==> config.mk <==
export PLATFORM = sky130hd
export DESIGN_NAME = l2_tag_ctrl_flat
export DESIGN_NICKNAME = d
export VERILOG_FILES = /design/src/rtl/l2_tag_ctrl_pkg.sv /design/src/rtl/l2_tag_ctrl_if.sv /design/src/rtl/l2_tag_ctrl_victim_sel.sv /design/src/rtl/l2_tag_ctrl.sv /design/src/flat_wrapper.sv
export SDC_FILE = /design/constraint.sdc
export NUM_CORES = 1
export LEC_CHECK = 0
export ABC_CLOCK_PERIOD_IN_PS = 5400
export BUFFER_PORTS_ARGS = -buffer_cell sky130_fd_sc_hd__buf_2
export CORE_UTILIZATION = 50
export CTS_CLUSTER_SIZE = 25
export DETAILED_ROUTE_END_ITERATION = 10
export PLACE_DENSITY = 0.87
export SETUP_SLACK_MARGIN = 0.15
export SYNTH_ARGS = -nofsm -noshare
export SYNTH_HDL_FRONTEND = slang
export SYNTH_HIERARCHICAL = 1
export SYNTH_SLANG_ARGS = --single-unit
==> constraint.sdc <==
create_clock -name clk -period 5.4 [get_ports clk]
set_input_delay 1.08 -clock clk [delete_from_list [all_inputs] [get_ports clk]]
set_output_delay 1.08 -clock clk [all_outputs]
set_load 0.1 [all_outputs]
==> src/rtl/l2_tag_ctrl_pkg.sv <==
// Shared types and widths for the L2 tag sequencer: state encodings,
// request source codes and the tag/index/address field widths.
package l2_tag_ctrl_pkg;

  localparam int L2_INDEX_W = 9;
  localparam int L2_TAG_W   = 18;
  localparam int L2_ADDR_W  = 26;

  typedef enum logic [2:0] {
    L2_IDLE    = 3'd0,
    L2_LOOKUP  = 3'd1,
    L2_COMPARE = 3'd2,
    L2_WB      = 3'd3,
    L2_FILL    = 3'd4,
    L2_UPDATE  = 3'd5
  } l2_state_e;

  typedef enum logic {
    SRC_IC = 1'b0,
    SRC_DC = 1'b1
  } l2_src_e;

endpackage

==> src/rtl/l2_tag_ctrl_if.sv <==
// L1 request/response and memory writeback/fill handshakes of the L2 tag
// sequencer. The controller uses the slave modport.
interface l2_tag_ctrl_if;
  import l2_tag_ctrl_pkg::*;

  logic                 ic_req;
  logic [L2_ADDR_W-1:0] ic_addr;
  logic                 ic_ack;
  logic                 dc_req;
  logic [L2_ADDR_W-1:0] dc_addr;
  logic                 dc_wr;
  logic                 dc_ack;
  logic                 resp_hit;
  logic [1:0]           resp_way;
  logic                 wb_req;
  logic [L2_ADDR_W-1:0] wb_addr;
  logic                 wb_ack;
  logic                 mem_req;
  logic [L2_ADDR_W-1:0] mem_addr;
  logic                 mem_ack;

  modport slave (
    input  ic_req, ic_addr, dc_req, dc_addr, dc_wr, wb_ack, mem_ack,
    output ic_ack, dc_ack, resp_hit, resp_way, wb_req, wb_addr, mem_req, mem_addr
  );

  modport master (
    output ic_req, ic_addr, dc_req, dc_addr, dc_wr, wb_ack, mem_ack,
    input  ic_ack, dc_ack, resp_hit, resp_way, wb_req, wb_addr, mem_req, mem_addr
  );

endinterface

==> src/rtl/l2_tag_ctrl_victim_sel.sv <==
// Victim way decode for a 4-way set: lowest invalid way first, otherwise
// the tree-PLRU choice.
module l2_victim_sel (
  input  logic [3:0] valid,
  input  logic [2:0] plru,
  output logic [1:0] victim
);

  // plru[0] picks the half, plru[1]/plru[2] pick the way inside that half.
  always_comb begin
    victim = 2'd0;
    if (!valid[0])      victim = 2'd0;
    else if (!valid[1]) victim = 2'd1;
    else if (!valid[2]) victim = 2'd2;
    else if (!valid[3]) victim = 2'd3;
    else if (!plru[0])  victim = plru[1] ? 2'd1 : 2'd0;
    else                victim = plru[2] ? 2'd3 : 2'd2;
  end

endmodule

==> src/rtl/l2_tag_ctrl.sv <==
// Round-robin IC/DC arbiter and lookup/writeback/fill/update sequencer for the
// 4-way L2 tag array. Optional counters enabled by L2_TAG_CTRL_STAT_EN.
module l2_tag_ctrl
  import l2_tag_ctrl_pkg::*;
(
  input  logic                  clk,
  input  logic                  rst_n,
  l2_tag_ctrl_if.slave          bus,
  output logic [L2_INDEX_W-1:0] l2_index,
  output logic [3:0]            l2_block_we,
  output logic [L2_TAG_W-1:0]   l2_tag_wd,
  output logic                  l2_dirty_wd,
  input  logic [L2_TAG_W-1:0]   l2_tag0_rd,
  input  logic [L2_TAG_W-1:0]   l2_tag1_rd,
  input  logic [L2_TAG_W-1:0]   l2_tag2_rd,
  input  logic [L2_TAG_W-1:0]   l2_tag3_rd,
  input  logic                  l2_dirty0,
  input  logic                  l2_dirty1,
  input  logic                  l2_dirty2,
  input  logic                  l2_dirty3,
  input  logic [2:0]            plru
`ifdef L2_TAG_CTRL_STAT_EN
  ,
  output logic [31:0]           stat_hit,
  output logic [31:0]           stat_miss,
  output logic [31:0]           stat_wb
`endif
);

  l2_state_e               state_q, state_d;
  l2_src_e                 src_q, src_d;
  l2_src_e                 last_grant_q, last_grant_d;
  logic                    wr_q, wr_d;
  logic [L2_ADDR_W-1:0]    addr_q, addr_d;
  logic [L2_INDEX_W-1:0]   index_q, index_d;
  logic [1:0]              way_q, way_d;
  logic                    hit_q, hit_d;
  logic                    old_dirty_q, old_dirty_d;
  logic [L2_TAG_W-2:0]     victim_tag_q, victim_tag_d;

  logic [L2_TAG_W-1:0]     tag_rd [4];
  logic [3:0]              dirty_rd;
  logic [3:0]              valid;
  logic [3:0]              match;
  logic [L2_TAG_W-2:0]     req_tag;
  logic                    hit;
  logic [1:0]              hit_way;
  logic [1:0]              victim;
  logic                    victim_dirty;
  logic                    grant_ic;
  logic                    grant_dc;
  logic                    dc_store;

  assign tag_rd[0] = l2_tag0_rd;
  assign tag_rd[1] = l2_tag1_rd;
  assign tag_rd[2] = l2_tag2_rd;
  assign tag_rd[3] = l2_tag3_rd;
  assign dirty_rd  = {l2_dirty3, l2_dirty2, l2_dirty1, l2_dirty0};
  assign req_tag   = addr_q[L2_ADDR_W-1:L2_INDEX_W];
  assign l2_index  = index_q;
  assign dc_store  = (src_q == SRC_DC) && wr_q;

  always_comb begin
    for (int i = 0; i < 4; i++) begin
      valid[i] = tag_rd[i][L2_TAG_W-1];
      match[i] = valid[i] && (tag_rd[i][L2_TAG_W-2:0] == req_tag);
    end
  end

  // Scanning downwards leaves the lowest matching way if the set is corrupt.
  always_comb begin
    hit     = 1'b0;
    hit_way = 2'd0;
    for (int i = 3; i >= 0; i--) begin
      if (match[i]) begin
        hit     = 1'b1;
        hit_way = 2'(i);
      end
    end
  end

  l2_victim_sel u_victim_sel (
    .valid  (valid),
    .plru   (plru),
    .victim (victim)
  );

  assign victim_dirty = valid[victim] && dirty_rd[victim];

  // A tie goes to whichever source was not granted last.
  assign grant_ic = bus.ic_req && (!bus.dc_req || (last_grant_q == SRC_DC));
  assign grant_dc = bus.dc_req && (!bus.ic_req || (last_grant_q == SRC_IC));

  always_ff @(posedge clk or negedge rst_n) begin
    if (!rst_n) state_q <= L2_IDLE;
    else        state_q <= state_d;
  end

  always_comb begin
    state_d = state_q;
    case (state_q)
      L2_IDLE:    if (grant_ic || grant_dc) state_d = L2_LOOKUP;
      L2_LOOKUP:  state_d = L2_COMPARE;
      L2_COMPARE: begin
        if (hit)               state_d = L2_UPDATE;
        else if (victim_dirty) state_d = L2_WB;
        else                   state_d = L2_FILL;
      end
      L2_WB:      if (bus.wb_ack)  state_d = L2_FILL;
      L2_FILL:    if (bus.mem_ack) state_d = L2_UPDATE;
      L2_UPDATE:  state_d = L2_IDLE;
      default:    state_d = L2_IDLE;
    endcase
  end

  always_comb begin
    src_d        = src_q;
    last_grant_d = last_grant_q;
    wr_d         = wr_q;
    addr_d       = addr_q;
    index_d      = index_q;
    way_d        = way_q;
    hit_d        = hit_q;
    old_dirty_d  = old_dirty_q;
    victim_tag_d = victim_tag_q;
    case (state_q)
      L2_IDLE: begin
        if (grant_ic) begin
          src_d        = SRC_IC;
          last_grant_d = SRC_IC;
          wr_d         = 1'b0;
          addr_d       = bus.ic_addr;
          index_d      = bus.ic_addr[L2_INDEX_W-1:0];
        end else if (grant_dc) begin
          src_d        = SRC_DC;
          last_grant_d = SRC_DC;
          wr_d         = bus.dc_wr;
          addr_d       = bus.dc_addr;
          index_d      = bus.dc_addr[L2_INDEX_W-1:0];
        end
      end
      L2_COMPARE: begin
        hit_d        = hit;
        way_d        = hit ? hit_way : victim;
        old_dirty_d  = dirty_rd[hit_way];
        victim_tag_d = tag_rd[victim][L2_TAG_W-2:0];
      end
      default: ;
    endcase
  end

  always_ff @(posedge clk or negedge rst_n) begin
    if (!rst_n) begin
      src_q        <= SRC_IC;
      last_grant_q <= SRC_DC;
      wr_q         <= 1'b0;
      addr_q       <= '0;
      index_q      <= '0;
      way_q        <= 2'd0;
      hit_q        <= 1'b0;
      old_dirty_q  <= 1'b0;
      victim_tag_q <= '0;
    end else begin
      src_q        <= src_d;
      last_grant_q <= last_grant_d;
      wr_q         <= wr_d;
      addr_q       <= addr_d;
      index_q      <= index_d;
      way_q        <= way_d;
      hit_q        <= hit_d;
      old_dirty_q  <= old_dirty_d;
      victim_tag_q <= victim_tag_d;
    end
  end

  // Handshake and write strobes decode purely from state, so reset drops them at once.
  always_comb begin
    bus.ic_ack   = 1'b0;
    bus.dc_ack   = 1'b0;
    bus.resp_hit = 1'b0;
    bus.resp_way = 2'd0;
    bus.wb_req   = 1'b0;
    bus.wb_addr  = '0;
    bus.mem_req  = 1'b0;
    bus.mem_addr = '0;
    l2_block_we  = 4'b0000;
    l2_tag_wd    = '0;
    l2_dirty_wd  = 1'b0;
    case (state_q)
      L2_WB: begin
        bus.wb_req  = 1'b1;
        bus.wb_addr = {victim_tag_q, index_q};
      end
      L2_FILL: begin
        bus.mem_req  = 1'b1;
        bus.mem_addr = addr_q;
      end
      L2_UPDATE: begin
        bus.ic_ack   = (src_q == SRC_IC);
        bus.dc_ack   = (src_q == SRC_DC);
        bus.resp_hit = hit_q;
        bus.resp_way = way_q;
        l2_block_we  = 4'b0001 << way_q;
        l2_tag_wd    = {1'b1, req_tag};
        l2_dirty_wd  = hit_q ? (old_dirty_q || dc_store) : dc_store;
      end
      default: ;
    endcase
  end

`ifdef L2_TAG_CTRL_STAT_EN
  logic [31:0] stat_hit_q, stat_hit_d;
  logic [31:0] stat_miss_q, stat_miss_d;
  logic [31:0] stat_wb_q, stat_wb_d;

  always_comb begin
    stat_hit_d  = stat_hit_q;
    stat_miss_d = stat_miss_q;
    stat_wb_d   = stat_wb_q;
    if (state_q == L2_COMPARE) begin
      if (hit) stat_hit_d  = stat_hit_q + 32'd1;
      else     stat_miss_d = stat_miss_q + 32'd1;
    end
    if ((state_q == L2_WB) && bus.wb_ack) stat_wb_d = stat_wb_q + 32'd1;
  end

  always_ff @(posedge clk or negedge rst_n) begin
    if (!rst_n) begin
      stat_hit_q  <= '0;
      stat_miss_q <= '0;
      stat_wb_q   <= '0;
    end else begin
      stat_hit_q  <= stat_hit_d;
      stat_miss_q <= stat_miss_d;
      stat_wb_q   <= stat_wb_d;
    end
  end

  assign stat_hit  = stat_hit_q;
  assign stat_miss = stat_miss_q;
  assign stat_wb   = stat_wb_q;
`endif

endmodule

==> src/flat_wrapper.sv <==
// flat-port wrapper written by rule: the top's interface ports become plain ports
module l2_tag_ctrl_flat import l2_tag_ctrl_pkg::*;
  (clk, rst_n, l2_index, l2_block_we, l2_tag_wd, l2_dirty_wd, l2_tag0_rd, l2_tag1_rd, l2_tag2_rd, l2_tag3_rd, l2_dirty0, l2_dirty1, l2_dirty2, l2_dirty3, plru, bus_ic_req, bus_ic_addr, bus_dc_req, bus_dc_addr, bus_dc_wr, bus_wb_ack, bus_mem_ack, bus_ic_ack, bus_dc_ack, bus_resp_hit, bus_resp_way, bus_wb_req, bus_wb_addr, bus_mem_req, bus_mem_addr);
  l2_tag_ctrl_if bus_i ();
  input  logic clk;
  input  logic rst_n;
  output logic [L2_INDEX_W-1:0] l2_index;
  output logic [3:0] l2_block_we;
  output logic [L2_TAG_W-1:0] l2_tag_wd;
  output logic l2_dirty_wd;
  input  logic [L2_TAG_W-1:0] l2_tag0_rd;
  input  logic [L2_TAG_W-1:0] l2_tag1_rd;
  input  logic [L2_TAG_W-1:0] l2_tag2_rd;
  input  logic [L2_TAG_W-1:0] l2_tag3_rd;
  input  logic l2_dirty0;
  input  logic l2_dirty1;
  input  logic l2_dirty2;
  input  logic l2_dirty3;
  input  logic [2:0] plru;
  input wire logic [$bits(bus_i.ic_req)-1:0] bus_ic_req;
  input wire logic [$bits(bus_i.ic_addr)-1:0] bus_ic_addr;
  input wire logic [$bits(bus_i.dc_req)-1:0] bus_dc_req;
  input wire logic [$bits(bus_i.dc_addr)-1:0] bus_dc_addr;
  input wire logic [$bits(bus_i.dc_wr)-1:0] bus_dc_wr;
  input wire logic [$bits(bus_i.wb_ack)-1:0] bus_wb_ack;
  input wire logic [$bits(bus_i.mem_ack)-1:0] bus_mem_ack;
  output wire logic [$bits(bus_i.ic_ack)-1:0] bus_ic_ack;
  output wire logic [$bits(bus_i.dc_ack)-1:0] bus_dc_ack;
  output wire logic [$bits(bus_i.resp_hit)-1:0] bus_resp_hit;
  output wire logic [$bits(bus_i.resp_way)-1:0] bus_resp_way;
  output wire logic [$bits(bus_i.wb_req)-1:0] bus_wb_req;
  output wire logic [$bits(bus_i.wb_addr)-1:0] bus_wb_addr;
  output wire logic [$bits(bus_i.mem_req)-1:0] bus_mem_req;
  output wire logic [$bits(bus_i.mem_addr)-1:0] bus_mem_addr;
  assign bus_i.ic_req = bus_ic_req;
  assign bus_i.ic_addr = bus_ic_addr;
  assign bus_i.dc_req = bus_dc_req;
  assign bus_i.dc_addr = bus_dc_addr;
  assign bus_i.dc_wr = bus_dc_wr;
  assign bus_i.wb_ack = bus_wb_ack;
  assign bus_i.mem_ack = bus_mem_ack;
  assign bus_ic_ack = bus_i.ic_ack;
  assign bus_dc_ack = bus_i.dc_ack;
  assign bus_resp_hit = bus_i.resp_hit;
  assign bus_resp_way = bus_i.resp_way;
  assign bus_wb_req = bus_i.wb_req;
  assign bus_wb_addr = bus_i.wb_addr;
  assign bus_mem_req = bus_i.mem_req;
  assign bus_mem_addr = bus_i.mem_addr;
  l2_tag_ctrl u_core (.clk(clk), .rst_n(rst_n), .bus(bus_i), .l2_index(l2_index), .l2_block_we(l2_block_we), .l2_tag_wd(l2_tag_wd), .l2_dirty_wd(l2_dirty_wd), .l2_tag0_rd(l2_tag0_rd), .l2_tag1_rd(l2_tag1_rd), .l2_tag2_rd(l2_tag2_rd), .l2_tag3_rd(l2_tag3_rd), .l2_dirty0(l2_dirty0), .l2_dirty1(l2_dirty1), .l2_dirty2(l2_dirty2), .l2_dirty3(l2_dirty3), .plru(plru));
endmodule
=== Word level (Yosys, flattened, before mapping) ===
Index checks and enable logic that the tools add are counted.

* Bits of input ports: 138
* Flip-flop bits (word level): 62
* Output and inout port bits: 91
* Logic and storage cells: 98

* Reductions and logical operators: 18
* Eq/ne operators: 12
* Shifts and indexed selects: 1
* Magnitude comparators: 3
* Bitwise gates (word level): 3
* Mux-type cells: 51

{| class="wikitable"
|+ Operators with widths
! operator !! number
|-
| 26-bit 2-to-1 mux || 4
|-
| 17-bit == test || 4
|-
| 18-bit binary-select mux with 2-bit select || 1
|-
| 17-bit 2-to-1 mux || 2
|-
| 2-bit 2-to-1 mux || 11
|-
| 1-bit 2-to-1 mux || 20
|-
| 18-bit 2-to-1 mux || 1
|-
| 9-bit 2-to-1 mux || 2
|-
| 3-bit 2-to-1 mux || 5
|-
| 3-bit one-hot mux with 5 select lines || 1
|-
| 1-bit logical AND || 8
|-
| 1-bit binary-select mux with 2-bit select || 3
|-
| 3-bit by 2-bit == test with 1-bit output, second input constant || 2
|-
| 3-bit == test, second input constant || 2
|-
| 2-bit by 3-bit < comparator with 1-bit output, second input constant || 2
|-
| 1-bit logical OR || 4
|-
| 4-bit 2-to-1 mux || 1
|-
| 2-bit inequality test, second input constant || 2
|-
| 1-bit by 2-bit << shifter with 4-bit output, first input constant || 1
|-
| 3-bit by 1-bit == test with 1-bit output, second input constant || 1
|-
| 3-bit >= comparator, second input constant || 1
|-
| 3-bit logical NOT || 1
|-
| 2-bit inverter with 3-bit output || 1
|-
| 3-bit AND reduction || 1
|-
| other kinds (5) || 7
|}

=== Logic depth before layout (Yosys ltp) ===
Gate-level depths: netlist of run 1.

* Word-level depth: 12
* Gate-level depth with buffers: 8
* Gate-level depth less buffers: 8

=== Hierarchy ===
The synthesis of run 1 kept the hierarchy.

{| class="wikitable"
|+ By module, submodules not included
! module !! sequential area each (sq um) !! instances !! area an instance (sq um) !! cells an instance
|-
| l2_tag_ctrl || 1327.5 || 1 || 4404.2 || 487
|-
| l2_victim_sel || 0.0 || 1 || 43.8 || 7
|}

=== Least setup slack after synthesis of run 1 ===
Ideal clock, no wire load.

* Path kind: flip-flop to output port
* From: register u_core.state_q[2]
* To: output l2_block_we[1]
* Path buffers: 0
* Path slack: 1.251 ns
* Required time: 4.320 ns
* Stages on the path, launching flop included: 6
* Arrival time: 3.069 ns
* Cell sequence: dfrtp_1 -> nand2_1 -> or2_2 -> inv_1 -> and2_1 -> nor2b_1

* Word-level cells in the longest chain between the ends: 2

{| class="wikitable"
|+ Ends and longest elaborated chain
! what !! line !! RTL
|-
| start: declaration || l2_tag_ctrl.sv:30 || <nowiki>l2_state_e state_q, state_d;</nowiki>
|-
| start signal: assignment || l2_tag_ctrl.sv:96 || <nowiki>else state_q <= state_d;</nowiki>
|-
| 3-bit == test || l2_tag_ctrl.sv:189 || <nowiki>case (state_q)</nowiki>
|-
| 4-bit 2-to-1 mux || l2_tag_ctrl.sv:189 ||
|-
| end: declaration || flat_wrapper.sv:8 || <nowiki>output logic [3:0] l2_block_we;</nowiki>
|}

Every way passes these cells.

=== Final worst setup path of run 1 ===
* From: register u_core.state_q[0]
* To: output l2_dirty_wd

* Word-level cells in the longest chain between the ends: 2

{| class="wikitable"
|+ Ends and longest elaborated chain
! what !! line !! RTL
|-
| 3-bit == test || l2_tag_ctrl.sv:189 ||
|-
| 1-bit 2-to-1 mux || l2_tag_ctrl.sv:189 ||
|-
| end: declaration || flat_wrapper.sv:10 || <nowiki>output logic l2_dirty_wd;</nowiki>
|}

Every way passes these cells.

==> results of run 1 <==
## state kept, by name, summed over array words and instances (netlist names), 2 cells and up
name                 count
u_core/way_q             2
u_core/victim_tag_q     17
u_core/state_q           3
u_core/addr_q           26
## kinds of logic (layout without fill, tap and decap cells)
kind of cell / Yosys count / after routing / share of synthesized area, %
compound gates: 48 / 48 / 7.12
xor+xnor: 68 / 68 / 13.4
buf+inv: 62 / 249 / 8.33
flops: 53 / 53 / 29.8
mux: 46 / 46 / 15.8
simple gates: 217 / 217 / 25.5
## critical path: stages (launching register included)
cell and delay, ps:
dfrtp_1 1100, nand2_1 100, or2_2 360, inv_1 450, and2_1 240, a22o_1 150
buf_2 420
## final cells by class
class | count | area, sq um
clock buffers | 5 | 68.8
clock inverters | 3 | 28.8
fillers | 771 | 3100
inverters | 6 | 22.5
multi-input cells | 379 | 2800
flip-flops and latches | 53 | 1330
well taps | 108 | 135
repair buffers | 235 | 1190
## power by group through the flow
stage	Sequential, uW	Combinational, uW	Clock, uW
5_1_grt	944	2230	265
3_5_place_dp	917	2100	0
2_1_floorplan	671	2030	0
4_1_cts	908	2110	253
6_report	916	2110	246
3_3_place_gp	901	2070	0
## Yosys cell counts (3+ instances only)
cell,count,area (sq um)
xnor2_1,40,350
nand2_1,64,240
dfrtp_1,52,1300
xor2_1,28,245
mux2i_1,27,270
nand4_1,10,62.6
nand3_1,6,30.0
nor2_1,31,116
nor3b_1,3,22.5
mux4_2,10,225
buf_6,7,78.8
clkbuf_1,22,82.6
and3_1,28,175
buf_4,21,158
nor2b_1,3,18.8
nor4_1,8,50.1
and2_1,49,307
nor3_1,4,20.0
inv_1,6,22.5
o21ai_0,5,25.0
a21oi_1,29,145
buf_2,5,25.0
mux4_1,7,184
## layout by cell type (no fill, tap or decap), types with 4 or more instances in the layout
| master | n |
|---|---|
| xnor2_1 | 40 |
| mux4_1 | 7 |
| inv_1 | 6 |
| a21oi_1 | 29 |
| and2_1 | 49 |
| xor2_1 | 28 |
| nor3_1 | 4 |
| buf_4 | 7 |
| nor2_1 | 31 |
| o21ai_0 | 4 |
| buf_2 | 228 |
| nand4_1 | 10 |
| nand3_1 | 6 |
| mux2i_1 | 27 |
| nor4_1 | 7 |
| nand2_1 | 64 |
| and3_1 | 28 |
| dfrtp_1 | 52 |
| mux4_2 | 10 |
| clkbuf_8 | 5 |
## stage by stage
stage / setup WS (ps) / utilization (%) / total power (uW) / instances / hold slack (ps)
final: 1190 / 64.2 / 3270 / 789 / 479
after global routing: 941 / 64.2 / 3440 / 789 / 507
after CTS: 1190 / 64.2 / 3270 / 789 / 483
after detailed placement: 1570 / 63.1 / 3020 / 781 / 456
after global placement: 1730 / 63.1 / 2970 / 781 / 449
after floorplan: 1250 / - / 2700 / 494 / 438
## worst paths after layout
kind                                   startpoint                endpoint  slack [ps]  depth (start not counted)
setup / recovery                u_core/state_q[0]             l2_dirty_wd        1190                          6
max in group asynchronous                   rst_n       u_core/state_q[0]        4050                          2
min in group asynchronous                   rst_n  u_core/victim_tag_q[5]         850                          2
hold reg to reg            u_core/victim_tag_q[6]  u_core/victim_tag_q[6]         480                          2
hold / removal             u_core/victim_tag_q[6]  u_core/victim_tag_q[6]         480                          2
setup reg to reg                u_core/state_q[1]         u_core/way_q[1]        2410                          3
## routing by layer
layer	part of all wire (%)	routed length [microns]	global-route usage (%)
met1	39	5410	34.7
met4	3.2	446	13.2
met2	51	7050	52.5
met5	0	0	0
met3	7.1	993	6.40
==> metrics.cfg, run 1 <==
[run_status]
status=complete, no violations

[sta]
report.final.slew_viol_count=0
fin_crit_ps=4210
fin_tns_setup_ps=0
hold_viol_final=0
finalSetupViolations=0
finClkSkew_ps=9.14
period_share_pct=78.0
relSlewSlack_pct=24.0
clock.fmax_mhz=237
rsz0062_at_grt=false
tightest_slew_ps=1130

[pwr]
power_density_mw_per_mm2=587
ir_worst_vdd_mv=0.550
p_leak_uw=0.00296
intPower_uw=1220
clockPowerShare_pct=7.5
swShare_pct=62.6
p_seq_share_pct=28.0
switchingPower_uw=2050
p_comb_share_pct=64.5

[detailed_routing]
drc=0
routedWlPerCell_microns=17.6
drtPass1Iterations=5
vias_per_cell=5.48
via_count=4320
ant_nets=0
wl_microns=13900
initialDrtViolationCount=202

[layout]
stdcell_area_sq_mm=0.00558
area_delta_synth_final_pct=25.3
nets=818
layout-drive-gt1-share_pct=39.6
antenna_cells=0

[clocking]
cts_max_level=2
cts_tree=yes
cts_root_buf=clkbuf_8
cts_setup_buffers=0
cts_resized=0
clock_path_buffers=2
cts.clk_slew.worst_paths_ps=110
postCtsHoldBufs=0
numCtsBuffers=5
clk_latency_ps=310
cts_sinks=53

[logic_synthesis]
async_flop_share_pct=100
yosysWarnings=6
syn-num-nets=632
synth_area_per_cell_sq_um=9.00
synth.distinct_cells=48
synth-seq-cells=53
syn_area_sq_mm=0.00445
synth_edf_count=0
synthFlopType=dfrtp_1
yosysSeqAreaShare_pct=29.8
synthCells=494

[grt]
grt_start_max_net_pins=54
grt_overflow=0
grt_usage_pct=29.8
grt_pass1_vias=4148
antenna_found_initial=0
grt_first_pass_wirelength_microns=20600

[placed_design]
io_buffers=228
hpwl_microns=10900
place_congestion=0.920
placed_cell_area_sq_mm=0.00548

[floorplanning]
die_y_microns=96.3
rows=34
core_region_area_sq_mm=0.00868
start_util_pct=51.3
die_area_sq_mm=0.00928
pin_count=229
die_w_microns=96.3

[hold_path]
hold_path_class=reg2reg

[setup_path]
startpoint_type=flop
crit_fanout=38
endpoint_kind=primary output
critPathArrivalTime_ps=3130
critPathRequiredTime_ps=4320
crit_type=reg2out

[run]
drv_cap=0

Note: power is estimated with default switching activity, not from simulation.
==> run 2, diff against run 1 <==
- ABC_CLOCK_PERIOD_IN_PS: 5400 -> 3850
- CORE_UTILIZATION: 50 -> 42
- PLACE_DENSITY: 0.87 -> 0.78
- clock period: 5.4 -> 3.85 ns (I/O delays scaled with it)
==> run 2 against run 1 <==
- utilization is 9.6 points lower
- via count is 1.3% higher
- combinational power is 44% higher
- critical path type unchanged
==> metrics.cfg, run 2 (synthesis gave the netlist of run 1 again) <==
[run_status]
status=complete, no violations

[sta]
fin_tns_setup_ps=0
finClkSkew_ps=8.03
relSlewSlack_pct=23.6
hold_viol_final=0
report.final.slew_viol_count=0
rsz0062_at_grt=false
fin_crit_ps=3180
tightest_slew_ps=1150
clock.fmax_mhz=314
finalSetupViolations=0
period_share_pct=82.7

[layout]
nets=819
fill_cells=976
final_cell_mix=buf_2 (228), nand2_1 (64), dfrtp_1 (52), and2_1 (49), xnor2_1 (40)
area_delta_synth_final_pct=26.2
final_common_cell=buf_2
largest_register_ffs=26
antenna_cells=0
layout-drive-gt1-share_pct=39.9
reg_top3=u_core/addr_q: 26 flops, u_core/victim_tag_q: 17 flops, u_core/state_q: 3 flops
largest_register=u_core/addr_q

[setup_path]
reg2reg_from=u_core/state_q[1]
critPathRequiredTime_ps=3080
cpMaxStageDelayCell=dfrtp_1
path_buf_inv=2
crit_path_max_incr_delay_ps=470
timing.rr.end=u_core/old_dirty_q
r2r_slack_ps=1260
critPathTopFamily=buffers and inverters
crit_chain=nand2_1 -> or2_2 -> inv_1 -> and2_1 -> nor2b_2 -> buf_2
startpoint_type=flop
endpoint_kind=primary output
crit_type=reg2out
critPathArrivalTime_ps=2410
reg2reg_depth=4
crit_fanout=23

[clocking]
cts_root_buf=clkbuf_8
cts_max_level=2
cts.clk_slew.worst_paths_ps=100
cts_tree=yes
cts_setup_buffers=0
numCtsBuffers=5
postCtsHoldBufs=0
clock_path_buffers=2
cts_sinks=53
cts_resized=0
clk_latency_ps=310

[floorplanning]
die_w_microns=105
start_util_pct=43.3
core_region_area_sq_mm=0.0103
pin_count=229
die_y_microns=105
rows=37
die_area_sq_mm=0.0110

[placed_design]
io_buffers=228
hpwl_microns=11400
place_congestion=0.955

[detailed_routing]
vias_per_cell=5.35
ant_nets=0
drtPass1Iterations=4
routedWlPerCell_microns=17.8
drc=0
initialDrtViolationCount=224
wl_microns=14600
via_count=4376

[pwr]
p_total_uw=4590
ir_worst_vdd_mv=0.788
p_leak_uw=0.00295
power_density_mw_per_mm2=817

[grt]
grt_overflow=0
grt_start_max_net_pins=57
antenna_found_initial=0
grt_first_pass_wirelength_microns=22100
grt_usage_pct=26.0
grt_pass1_vias=4210

[hold_path]
hold_path_class=in2async

[run]
drv_cap=0

## run 2: layout make-up
type	instances	area, sq um	share of cell area [%]
Timing Repair Buffer	236	1200	21.4
Multi-Input combinational cell	379	2810	50.0
Inverter	6	22.5	0.401
Sequential cell	53	1330	23.6
Clock buffer	6	72.6	1.29
Clock inverter	2	15.0	0.267
Tap cell	136	170	3.03
## run 2: power breakdown
group / internal (uW) / switching (uW) / total (uW)
Clock: 129 / 193 / 322
Combinational: 761 / 2270 / 3030
Sequential: 825 / 409 / 1230
## run 2: worst register-to-register path, delay by kind of cell, from the launching register on
family | cells | cell delay [ps]
flip-flops | 1 | 480
AND/OR/NAND/NOR | 2 | 1140
buffers and inverters | 1 | 340
AO/OA/AOI/OAI | 1 | 540
## run 2: layer usage
metal	routed length [microns]	GRT usage, %	vias up
li1	-	-	2050
met1	5800	32.8	2035
met2	7090	43.1	256
met3	1220	5.05	35
met4	481	11.2	0
met5	0	0	-
## run 2: metrics by stage
step | instance area [sq um] | hold slack [ps] | cells | utilization, % | setup WS [ps]
floorplan | 4460 | 438 | 494 | - | 281
global placement | 5530 | 449 | 810 | 53.8 | 917
detailed placement | 5530 | 455 | 810 | 53.8 | 831
CTS | 5620 | 479 | 818 | 54.6 | 622
global route | 5620 | 497 | 818 | 54.6 | 499
finish | 5620 | 472 | 818 | 54.6 | 666
## run 2: worst max path at each step
stage	start	end	slack, ps	cells after the start
CTS	u_core/state_q[2]	l2_block_we[1]	620	6
finish	u_core/state_q[2]	l2_block_we[1]	670	6
floorplan	u_core/state_q[2]	l2_block_we[0]	280	3
global placement	plru[0]	u_core/state_q[1]	920	9
detailed placement	l2_tag2_rd[17]	u_core/state_q[0]	830	9
global route	u_core/state_q[2]	l2_block_we[1]	500	6
==> run 3, diff against run 2 <==
- ABC_CLOCK_PERIOD_IN_PS: 3850 -> 3300
- CORE_UTILIZATION: 42 -> 47
- PLACE_DENSITY: 0.78 -> 0.83
- clock period: 3.85 -> 3.3 ns (I/O delays scaled with it)
==> run 3 against run 2 <==
- count of clock-buffer cells in the layout decreased by 1
- combinational power grew 22%
- critical path depth grew 1
- sequential cell count unchanged
- clock power increased by 20%
- register-to-register slack worse by 320 ps
- critical endpoint is now l2_dirty_wd
- highest routed layer unchanged
==> metrics.cfg, run 3 (synthesis gave the netlist of run 1 again) <==
[floorplanning]
start_util_pct=48.4
die_y_microns=99.3
die_w_microns=99.3
core_region_area_sq_mm=0.00920
die_area_sq_mm=0.00986
rows=35
pin_count=229

[pwr]
p_leak_uw=0.00305
ir_worst_vdd_mv=1.24
power_density_mw_per_mm2=923
p_total_uw=5540

[clocking]
cts_setup_buffers=0
numCtsBuffers=5
cts.clk_slew.worst_paths_ps=110
cts_resized=0
postCtsHoldBufs=0
cts_sinks=53
clock_path_buffers=2
cts_tree=yes
cts_root_buf=clkbuf_8
clk_latency_ps=310
cts_max_level=2

[run]
drv_cap=0

[setup_path]
crit_fanout=19
critPathArrivalTime_ps=2220
crit_type=reg2out
critPathRequiredTime_ps=2640
startpoint_type=flop
crit_path_start=u_core/state_q[2]
reg2reg_from=u_core/addr_q[12]
endpoint_kind=primary output

[detailed_routing]
ant_nets=0
drtPass1Iterations=5
wl_microns=14600
vias_per_cell=5.59
routedWlPerCell_microns=18.3
initialDrtViolationCount=204
via_count=4458
drc=0

[sta]
timing.final.ws_setup_ps=417
whs_ps=382
finalSetupViolations=0
report.final.slew_viol_count=0
clock.fmax_mhz=347
relSlewSlack_pct=52.5
fin_crit_ps=2880
hold_viol_final=0
tightest_slew_ps=713
period_share_pct=87.4
fin_tns_setup_ps=0
finClkSkew_ps=6.65
rsz0062_at_grt=false

[placed_design]
io_buffers=228
place_ws_ps=517
place_congestion=0.929
hpwl_microns=11700

[layout]
largest_register=u_core/addr_q
fin_util_pct=65.2
antenna_cells=0
area_delta_synth_final_pct=34.9
reg_top3=u_core/addr_q: 26 flops, u_core/victim_tag_q: 17 flops, u_core/state_q: 3 flops
layout-drive-gt1-share_pct=40.7
largest_register_ffs=26
nets=823
final_cell_mix=buf_2 (203), nand2_1 (64), dfrtp_1 (52), and2_1 (49), xnor2_1 (40)
final_common_cell=buf_2

[grt]
grt_overflow=0
grt_start_max_net_pins=57
grt_first_pass_wirelength_microns=22100
antenna_found_initial=0
grt_pass1_vias=4340
grt_usage_pct=29.2

[run_status]
status=complete, no violations

[hold_path]
hold_path_class=in2async

[run 3: changes by cell type in the layout (fill, tap and decap cells not counted)]
| cell | change |
|---|---|
| nor3_2 | +1 |
| buf_2 | -25 |
| clkbuf_1 | -1 |
| a22o_1 | -1 |
| clkinvlp_4 | -1 |
| buf_12 | +25 |
| clkinv_2 | +1 |
| inv_6 | +1 |
| nor3_1 | -1 |
| buf_4 | +4 |
| a22o_2 | +1 |
[run 3: layout make-up]
cell class	count	area, sq um
multi-input cells	379	2810
repair buffers	240	1610
flip-flops and latches	53	1330
clock inverters	3	21.3
inverters	6	22.5
well taps	111	139
fillers	757	3200
clock buffers	5	68.8
[run 3: metal layers]
metal | track usage (%) | up-vias | routed length, microns | share of wire, %
li1 | - | 2056 | - | -
met1 | 36.8 | 2119 | 5820 | 40
met2 | 51.0 | 249 | 7280 | 50
met3 | 4.08 | 34 | 1050 | 7.2
met4 | 10.7 | 0 | 434 | 3.0
met5 | 0 | - | 0 | 0
[run 3: worst max-delay path: stages (launching register included)]
cell and delay [ps]:
dfrtp_1 520, nand2_1 80, or2_2 330, inv_1 140, buf_4 250, and2_1 230
a22o_2 190, buf_12 170
[run 3: worst paths after layout]
kind | end | slack [ps] | cells after the start
worst max-delay path | l2_dirty_wd | 420 | 7
worst min-delay path | u_core/victim_tag_q[9] | 380 | 1
worst max register to register | u_core/old_dirty_q | 940 | 6
worst min register to register | u_core/victim_tag_q[6] | 480 | 2
max in group asynchronous | u_core/addr_q[23] | 2110 | 2
min in group clk | u_core/victim_tag_q[6] | 480 | 2
[run 3: power breakdown]
part | total, uW | switching, uW | internal, uW | leakage (uW)
registers | 1450 | 490 | 963 | 0.000619
logic | 3700 | 2680 | 1020 | 0.00239
clock network | 385 | 234 | 151 | 0.0000445
total | 5540 | 3400 | 2140 | 0.00305
[run 3: through the flow]
step                      instance area, sq um  cells
after floorplan                           4460    494
after global placement                    5910    789
after detailed placement                  5910    789
after CTS                                 6000    797
after global routing                      6000    797
final                                     6000    797
